===== config.mk =====
export PLATFORM = sky130hd
export DESIGN_NAME = multi_hdr_parser
export DESIGN_NICKNAME = d
export VERILOG_FILES = /design/src/rtl/multi_hdr_parser_pkg.sv /design/src/rtl/multi_hdr_parser_hdr_cfg_table.sv /design/src/rtl/multi_hdr_parser.sv
export SDC_FILE = /design/constraint.sdc
export NUM_CORES = 2
export LEC_CHECK = 0
export ABC_CLOCK_PERIOD_IN_PS = 16500
export CAP_MARGIN = 10
export CORE_MARGIN = 2
export CORE_UTILIZATION = 61
export DETAILED_ROUTE_END_ITERATION = 6
export DONT_BUFFER_PORTS = 1
export PLACE_DENSITY = 0.8
export SYNTH_ARGS = -nofsm -noshare
export SYNTH_HDL_FRONTEND = slang
export SYNTH_HIERARCHICAL = 1
export SYNTH_SLANG_ARGS = --single-unit

===== constraint.sdc =====
create_clock -name clk -period 16.5 [get_ports clk]
set_input_delay 0.825 -clock clk [delete_from_list [all_inputs] [get_ports clk]]
set_output_delay 0.825 -clock clk [all_outputs]
set_load 0.005 [all_outputs]

===== src/rtl/multi_hdr_parser_pkg.sv =====
// Shared definitions for the multi-header parser: FSM encoding, next-table
// entry layout and the "no next header" marker.
package multi_hdr_parser_pkg;

    localparam int NEXT_ID_W = 16;
    localparam logic [NEXT_ID_W-1:0] NO_NEXT_ID = 16'hFFFF;

    typedef enum logic [2:0] {
        ST_IDLE,
        ST_VISIT,
        ST_REQ,
        ST_WAIT,
        ST_SCAN,
        ST_DONE,
        ST_ERR
    } state_e;

    // Bit position of next-table entry k; entry 0 sits in the most significant slot.
    function automatic int ent_lsb(input int k, input int num_next, input int ent_w);
        return (num_next - 1 - k) * ent_w;
    endfunction

endpackage


===== src/rtl/multi_hdr_parser_hdr_cfg_table.sv =====
// Per-header configuration register file: one write port, one combinational
// read port addressed by the header id currently being parsed.
module multi_hdr_parser_hdr_cfg_table
    import multi_hdr_parser_pkg::*;
#(
    parameter int NUM_HDR  = 8,
    parameter int HDR_ID_W = 3,
    parameter int NUM_NEXT = 4,
    parameter int TAG_W    = 16,
    parameter int OFF_W    = 8
) (
    input  logic                                  clk,
    input  logic                                  rst,
    input  logic                                  we_i,
    input  logic [HDR_ID_W-1:0]                   wr_id_i,
    input  logic [OFF_W-1:0]                      wr_hdr_len_i,
    input  logic [OFF_W-1:0]                      wr_tag_start_i,
    input  logic [2:0]                            wr_tag_len_i,
    input  logic [NUM_NEXT*(TAG_W+NEXT_ID_W)-1:0] wr_next_tbl_i,
    input  logic [HDR_ID_W-1:0]                   rd_id_i,
    output logic [OFF_W-1:0]                      rd_hdr_len_o,
    output logic [OFF_W-1:0]                      rd_tag_start_o,
    output logic [2:0]                            rd_tag_len_o,
    output logic [NUM_NEXT*(TAG_W+NEXT_ID_W)-1:0] rd_next_tbl_o
);

    localparam int TBL_W = NUM_NEXT * (TAG_W + NEXT_ID_W);
    localparam logic [TBL_W-1:0] TBL_RST = {NUM_NEXT{{TAG_W{1'b0}}, NO_NEXT_ID}};

    logic [OFF_W-1:0] hdr_len_q   [NUM_HDR];
    logic [OFF_W-1:0] tag_start_q [NUM_HDR];
    logic [2:0]       tag_len_q   [NUM_HDR];
    logic [TBL_W-1:0] next_tbl_q  [NUM_HDR];

    // NOTE: this small register file is reset on purpose so a fresh parser sees
    // every header as terminal with no valid next entries; large RAMs would not be.
    always_ff @(posedge clk) begin
        if (!rst) begin
            for (int i = 0; i < NUM_HDR; i++) begin
                hdr_len_q[i]   <= '0;
                tag_start_q[i] <= '0;
                tag_len_q[i]   <= '0;
                next_tbl_q[i]  <= TBL_RST;
            end
        end else if (we_i && (int'(wr_id_i) < NUM_HDR)) begin
            hdr_len_q[wr_id_i]   <= wr_hdr_len_i;
            tag_start_q[wr_id_i] <= wr_tag_start_i;
            tag_len_q[wr_id_i]   <= wr_tag_len_i;
            next_tbl_q[wr_id_i]  <= wr_next_tbl_i;
        end
    end

    assign rd_hdr_len_o   = hdr_len_q[rd_id_i];
    assign rd_tag_start_o = tag_start_q[rd_id_i];
    assign rd_tag_len_o   = tag_len_q[rd_id_i];
    assign rd_next_tbl_o  = next_tbl_q[rd_id_i];

endmodule


===== src/rtl/multi_hdr_parser.sv =====
// Header-chain parser: walks headers from id 0, reads each next-header tag from
// memory and scans that header's next table to pick the following header.
module multi_hdr_parser
    import multi_hdr_parser_pkg::*;
#(
    parameter int NUM_HDR   = 8,
    parameter int HDR_ID_W  = $clog2(NUM_HDR),
    parameter int NUM_NEXT  = 4,
    parameter int TAG_W     = 16,
    parameter int OFF_W     = 8,
    parameter int MAX_DEPTH = 8,
    parameter int ADDR_W    = 32,
    parameter int DATA_W    = 32
) (
    input  logic                                  clk,
    input  logic                                  rst,
    input  logic                                  start_i,
    input  logic [ADDR_W-1:0]                     pkt_addr_i,
    output logic                                  ready_o,
    output logic                                  done_o,
    output logic                                  err_o,
    output logic [NUM_HDR-1:0]                    hdr_valid_o,
    output logic [NUM_HDR*OFF_W-1:0]              hdr_off_o,
    output logic                                  mem_ce_o,
    output logic                                  mem_we_o,
    output logic [ADDR_W-1:0]                     mem_addr_o,
    output logic [3:0]                            mem_width_o,
    output logic [DATA_W-1:0]                     mem_data_o,
    input  logic [DATA_W-1:0]                     mem_data_i,
    input  logic                                  cfg_we_i,
    input  logic [HDR_ID_W-1:0]                   cfg_hdr_id_i,
    input  logic [OFF_W-1:0]                      cfg_hdr_len_i,
    input  logic [OFF_W-1:0]                      cfg_tag_start_i,
    input  logic [2:0]                            cfg_tag_len_i,
    input  logic [NUM_NEXT*(TAG_W+NEXT_ID_W)-1:0] cfg_next_table_i
);

    localparam int ENT_W   = TAG_W + NEXT_ID_W;
    localparam int TBL_W   = NUM_NEXT * ENT_W;
    localparam int IDX_W   = (NUM_NEXT > 1) ? $clog2(NUM_NEXT) : 1;
    localparam int DEPTH_W = $clog2(MAX_DEPTH + 1);

    state_e                   state_q, state_d;
    logic [ADDR_W-1:0]        pkt_addr_q, pkt_addr_d;
    logic [HDR_ID_W-1:0]      cur_id_q, cur_id_d;
    logic [OFF_W-1:0]         cur_off_q, cur_off_d;
    logic [DEPTH_W-1:0]       depth_q, depth_d;
    logic [IDX_W-1:0]         idx_q, idx_d;
    logic [TAG_W-1:0]         tag_q, tag_d;
    logic [NUM_HDR-1:0]       hdr_valid_q, hdr_valid_d;
    logic [NUM_HDR*OFF_W-1:0] hdr_off_q, hdr_off_d;
    logic                     err_q, err_d;

    logic [OFF_W-1:0]     hdr_len, tag_start;
    logic [2:0]           tag_len;
    logic [TBL_W-1:0]     next_tbl;
    logic [ENT_W-1:0]     ent;
    logic [TAG_W-1:0]     ent_tag;
    logic [NEXT_ID_W-1:0] ent_next_id;
    logic [OFF_W:0]       off_sum;
    logic                 scan_hit, bad_id, off_ovf, visit_err, last_idx, hop_ok;

    // Config is only writable while idle, so a parse always sees a stable table.
    multi_hdr_parser_hdr_cfg_table #(
        .NUM_HDR  (NUM_HDR),
        .HDR_ID_W (HDR_ID_W),
        .NUM_NEXT (NUM_NEXT),
        .TAG_W    (TAG_W),
        .OFF_W    (OFF_W)
    ) u_cfg (
        .clk            (clk),
        .rst            (rst),
        .we_i           (cfg_we_i && (state_q == ST_IDLE)),
        .wr_id_i        (cfg_hdr_id_i),
        .wr_hdr_len_i   (cfg_hdr_len_i),
        .wr_tag_start_i (cfg_tag_start_i),
        .wr_tag_len_i   (cfg_tag_len_i),
        .wr_next_tbl_i  (cfg_next_table_i),
        .rd_id_i        (cur_id_q),
        .rd_hdr_len_o   (hdr_len),
        .rd_tag_start_o (tag_start),
        .rd_tag_len_o   (tag_len),
        .rd_next_tbl_o  (next_tbl)
    );

    assign ent         = next_tbl[ent_lsb(int'(idx_q), NUM_NEXT, ENT_W) +: ENT_W];
    assign ent_tag     = ent[ENT_W-1 -: TAG_W];
    assign ent_next_id = ent[NEXT_ID_W-1:0];
    assign scan_hit    = (ent_next_id != NO_NEXT_ID) && (ent_tag == tag_q);
    assign bad_id      = ent_next_id >= NEXT_ID_W'(NUM_HDR);
    assign off_sum     = {1'b0, cur_off_q} + {1'b0, hdr_len};
    assign off_ovf     = off_sum[OFF_W];
    assign visit_err   = hdr_valid_q[cur_id_q] || (depth_q == DEPTH_W'(MAX_DEPTH));
    assign last_idx    = idx_q == IDX_W'(NUM_NEXT - 1);
    assign hop_ok      = scan_hit && !bad_id && !off_ovf;

    // NOTE: state registers use non-blocking assignments so every flop samples
    // pre-edge values regardless of process evaluation order.
    always_ff @(posedge clk) begin
        if (!rst) state_q <= ST_IDLE;
        else      state_q <= state_d;
    end

    // NOTE: state_d gets a default before the case so no path leaves it unassigned,
    // which would otherwise infer a latch.
    always_comb begin
        state_d = state_q;
        case (state_q)
            ST_IDLE:  if (start_i) state_d = ST_VISIT;
            ST_VISIT: begin
                if (visit_err)           state_d = ST_ERR;
                else if (tag_len == 3'd0) state_d = ST_DONE;
                else                      state_d = ST_REQ;
            end
            ST_REQ:   state_d = ST_WAIT;
            ST_WAIT:  state_d = ST_SCAN;
            ST_SCAN: begin
                if (scan_hit)      state_d = hop_ok ? ST_VISIT : ST_ERR;
                else if (last_idx) state_d = ST_DONE;
            end
            ST_DONE, ST_ERR: state_d = ST_IDLE;
            default:         state_d = ST_IDLE;
        endcase
    end

    always_comb begin
        ready_o     = 1'b0;
        done_o      = 1'b0;
        mem_ce_o    = 1'b0;
        mem_addr_o  = '0;
        mem_width_o = '0;
        case (state_q)
            ST_IDLE: ready_o = 1'b1;
            ST_REQ: begin
                mem_ce_o    = 1'b1;
                mem_addr_o  = pkt_addr_q + ADDR_W'(cur_off_q) + ADDR_W'(tag_start);
                mem_width_o = 4'(tag_len);
            end
            ST_DONE, ST_ERR: done_o = 1'b1;
            default: ;
        endcase
    end

    always_comb begin
        pkt_addr_d  = pkt_addr_q;
        cur_id_d    = cur_id_q;
        cur_off_d   = cur_off_q;
        depth_d     = depth_q;
        idx_d       = idx_q;
        tag_d       = tag_q;
        hdr_valid_d = hdr_valid_q;
        hdr_off_d   = hdr_off_q;
        err_d       = err_q;
        case (state_q)
            ST_IDLE: if (start_i) begin
                pkt_addr_d  = pkt_addr_i;
                cur_id_d    = '0;
                cur_off_d   = '0;
                depth_d     = '0;
                hdr_valid_d = '0;
                hdr_off_d   = '0;
                err_d       = 1'b0;
            end
            ST_VISIT: if (!visit_err) begin
                hdr_valid_d[cur_id_q]                    = 1'b1;
                hdr_off_d[int'(cur_id_q)*OFF_W +: OFF_W] = cur_off_q;
            end
            ST_WAIT: begin
                tag_d = TAG_W'(mem_data_i);
                idx_d = '0;
            end
            ST_SCAN: begin
                if (hop_ok) begin
                    cur_off_d = off_sum[OFF_W-1:0];
                    cur_id_d  = ent_next_id[HDR_ID_W-1:0];
                    depth_d   = depth_q + DEPTH_W'(1);
                end else if (!scan_hit) begin
                    idx_d = idx_q + IDX_W'(1);
                end
            end
            default: ;
        endcase
        if (state_d == ST_ERR) err_d = 1'b1;
    end

    always_ff @(posedge clk) begin
        if (!rst) begin
            pkt_addr_q  <= '0;
            cur_id_q    <= '0;
            cur_off_q   <= '0;
            depth_q     <= '0;
            idx_q       <= '0;
            tag_q       <= '0;
            hdr_valid_q <= '0;
            hdr_off_q   <= '0;
            err_q       <= 1'b0;
        end else begin
            pkt_addr_q  <= pkt_addr_d;
            cur_id_q    <= cur_id_d;
            cur_off_q   <= cur_off_d;
            depth_q     <= depth_d;
            idx_q       <= idx_d;
            tag_q       <= tag_d;
            hdr_valid_q <= hdr_valid_d;
            hdr_off_q   <= hdr_off_d;
            err_q       <= err_d;
        end
    end

    assign err_o       = err_q;
    assign hdr_valid_o = hdr_valid_q;
    assign hdr_off_o   = hdr_off_q;
    assign mem_we_o    = 1'b0;
    assign mem_data_o  = '0;

endmodule


==> results.toml <==
[hold_path]
hold_start = "mem_data_i[7]"
worstHoldPathCells = 2
min_path_type = "in2reg"
min_to = "tag_q[7]$_SDFFE_PN0P_"

[critical_path]
r2r_slack_ps = 9410
max_stage_delay_ps = 920
ff2ff_path_depth = 12
r2r_end = "depth_q[3]$_SDFFE_PN0P_"
critPathCaptureType = "flop"
critPathTopFamily = "buffers and inverters"
r2r_start = "cur_id_q[2]$_SDFFE_PN0P_"
path_class = "reg2reg"
critPathBufInv = 3
start_kind = "flop"
cp.required_ps = 17150
cp_cell_sequence = "buf_4 > buf_4 > buf_12 > mux4_1 > mux2_2 > mux4_2 > nor4_1 > nand2_1 > nor4_4 > nand4_2 > or3_1 > a21oi_1"
arrival_ps = 7740
cpMostUsedCell = "buf_4"
critPathSlowestCell = "dfxtp_4"
crit_fanout = 124

[timing]
drv_slew = 0
holdWs_ps = 219
fmax_mhz = 141
finalCritPeriodShare_pct = 42.9
slew_headroom_pct = 13.7
rsz0062_at_grt = "no"
finalHoldViolations = 0
finClkSkew_ps = 26.2
fin_crit_ps = 7090
setup_tns_ps = 0
setup_viol = 0
worst_pin_slew_ps = 1290

[floorplan]
rows = 116
initial_core_util_pct = 61.3
die_h_um = 321
coreArea_um2 = 99700
die_x_um = 321
die-area_um2 = 103000
ioPinCount = 363

[synthesis]
netlist_area_um2 = 61200
synthCells = 4088
synth_area_leader_cell = "edfxtp_1"
synth_edf_count = 1176
yosys-top-cells-area = "edfxtp_1 (58%), mux4_2 (7.3%), and3_1 (6.8%)"
yosys_most_used_dff = "edfxtp_1"
synth.distinct_cells = 61
async_reset_ff_share_pct = 0
ys_seq_elements = 1317
synth.yosys.seq_area_share_pct = 62.4
syn_area_per_cell_um2 = 15.0
yosysWarnings = 6
synth_top_area_share_pct = 57.7

[layout]
layout_commonest_cell = "edfxtp_1"
regArea_um2 = 38200
fin_area_um2 = 66000
multi_input_area_um2 = 21200
postLayoutCoreUtil_pct = 66.2
final_nets = 4133
area_growth_pct = 7.92
nFillCells = 6519
final_cell_mix = "edfxtp_1 (1176), and3_1 (664), or3_1 (521)"
drive_gt1_share_pct = 15.9

[drt]
ant_nets = 0
first_pass_iters = 5
vias = 36537
avgViaCountPerCell = 6.90
drt_iter0_drc = 4330
drc = 0
wl_per_cell_um = 28.7
finalWirelength_um = 152000

[global_route]
grt_usage_pct = 29.4
grt_start_max_net_pins = 261
grt_pass1_wl_um = 226000
antenna_found_initial = 8
grt.overflow.total = 0
grt_pass1_vias = 35632

[clock_network]
clk_path_buf_depth = 3
cts_root_buf = "clkbuf_16"
cts_buffers = 135
holdBufCountCts = 0
postCtsSetupBuffers = 0
ctsResizeCount = 0
cts.sinks = 1317
cts_tree = "yes"
path_clk_slew_ps = 60
clk_latency_ps = 750
htree_levels = 4

[placement]
place_area_um2 = 61600
routabilityCongestion = 0.835
port_buffers = 0
place_hpwl_um = 81400

[status]
status = "finished clean"

[power_and_ir_drop]
vdd_drop_max_v = 0.0000942
power_density_nw_per_um2 = 109
leakage_nw = 21.8
power_w = 0.00722

[flow_run]
cap_violations = 0
[cells in the mapped netlist (56+ instances only)]
master,number
a22oi_1,56
a21oi_1,86
mux4_1,131
dfxtp_1,141
mux2_2,149
or3_1,521
mux4_2,197
nand2_1,126
nor2_1,112
clkbuf_1,317
edfxtp_1,1176
and3_1,665
[state kept, by name (all words and copies together), names as in the netlist]
name and cells:
err_o 1, hdr_off_o 64, cur_off_q 8, u_cfg/tag_len_q 24
state_q 3, depth_q 4, pkt_addr_q 32, u_cfg/hdr_len_q 64
idx_q 2, tag_q 16, hdr_valid_o 8, cur_id_q 3
u_cfg/tag_start_q 64, u_cfg/next_tbl_q 1024
[where the power goes]
part / internal [W] / leakage, nW / switching (W)
Sequential: 0.00373 / 11.6 / 0.0000356
Combinational: 0.000103 / 8.06 / 0.000295
Clock: 0.00180 / 2.16 / 0.00126
Total: 0.00563 / 21.8 / 0.00159
[stage by stage]
stage / std cells / setup slack (ps)
floorplan: 4121 / 3780
CTS: 5288 / 9330
global placement: 5045 / 9430
global route: 5290 / 9100
detailed placement: 5045 / 9380
finish: 5292 / 9410
[area by class of cell]
class	count	share of cell area, %
Antenna cell	4	0.0152
Clock inverter	67	1.06
Inverter	26	0.152
Sequential cell	1317	57.8
Clock buffer	176	5.64
Timing Repair Buffer	58	0.792
Tap cell	1298	2.46
Multi-Input combinational cell	2346	32.1
[routing by layer]
metal	share of wire (%)	up-vias	track usage (%)
li1	-	15675	-
met1	38	18324	40.4
met2	48	2249	46.1
met3	12	279	7.88
met4	2.5	10	9.32
met5	0.039	-	0
[how the worst max path moves through the flow]
| stage | startpoint | endpoint | slack (ps) | depth (start not counted) |
|---|---|---|---|---|
| global route | cur_id_q[0]$_SDFFE_PN0P_ | mem_addr_o[25] | 9100 | 14 |
| finish | cur_id_q[2]$_SDFFE_PN0P_ | depth_q[3]$_SDFFE_PN0P_ | 9410 | 12 |
| CTS | cur_id_q[0]$_SDFFE_PN0P_ | mem_addr_o[25] | 9330 | 14 |
| global placement | cur_id_q[2]$_SDFFE_PN0P_ | depth_q[3]$_SDFFE_PN0P_ | 9430 | 12 |
| floorplan | state_q[1]$_SDFF_PN0_ | u_cfg/hdr_len_q[0][0]$_SDFFCE_PN0P_ | 3780 | 7 |
| detailed placement | cur_id_q[2]$_SDFFE_PN0P_ | depth_q[3]$_SDFFE_PN0P_ | 9380 | 11 |
[kinds of logic (layout without fill, tap and decap cells)]
| family | after synthesis | count (layout) | synth area share, % |
|---|---|---|---|
| xor gates and xnor gates | 46 | 46 | 0.659 |
| DFF | 1317 | 1317 | 62.4 |
| adders and majority gates | 31 | 31 | 0.757 |
| buffers and inverters | 458 | 327 | 3.50 |
| AOI/OAI and AO/OA | 215 | 215 | 2.20 |
| muxes | 477 | 477 | 15.6 |
| other | 1 | 38 | 0.00613 |
| and+or+nand+nor | 1543 | 1543 | 14.9 |
(Power assumes the default switching activity.)
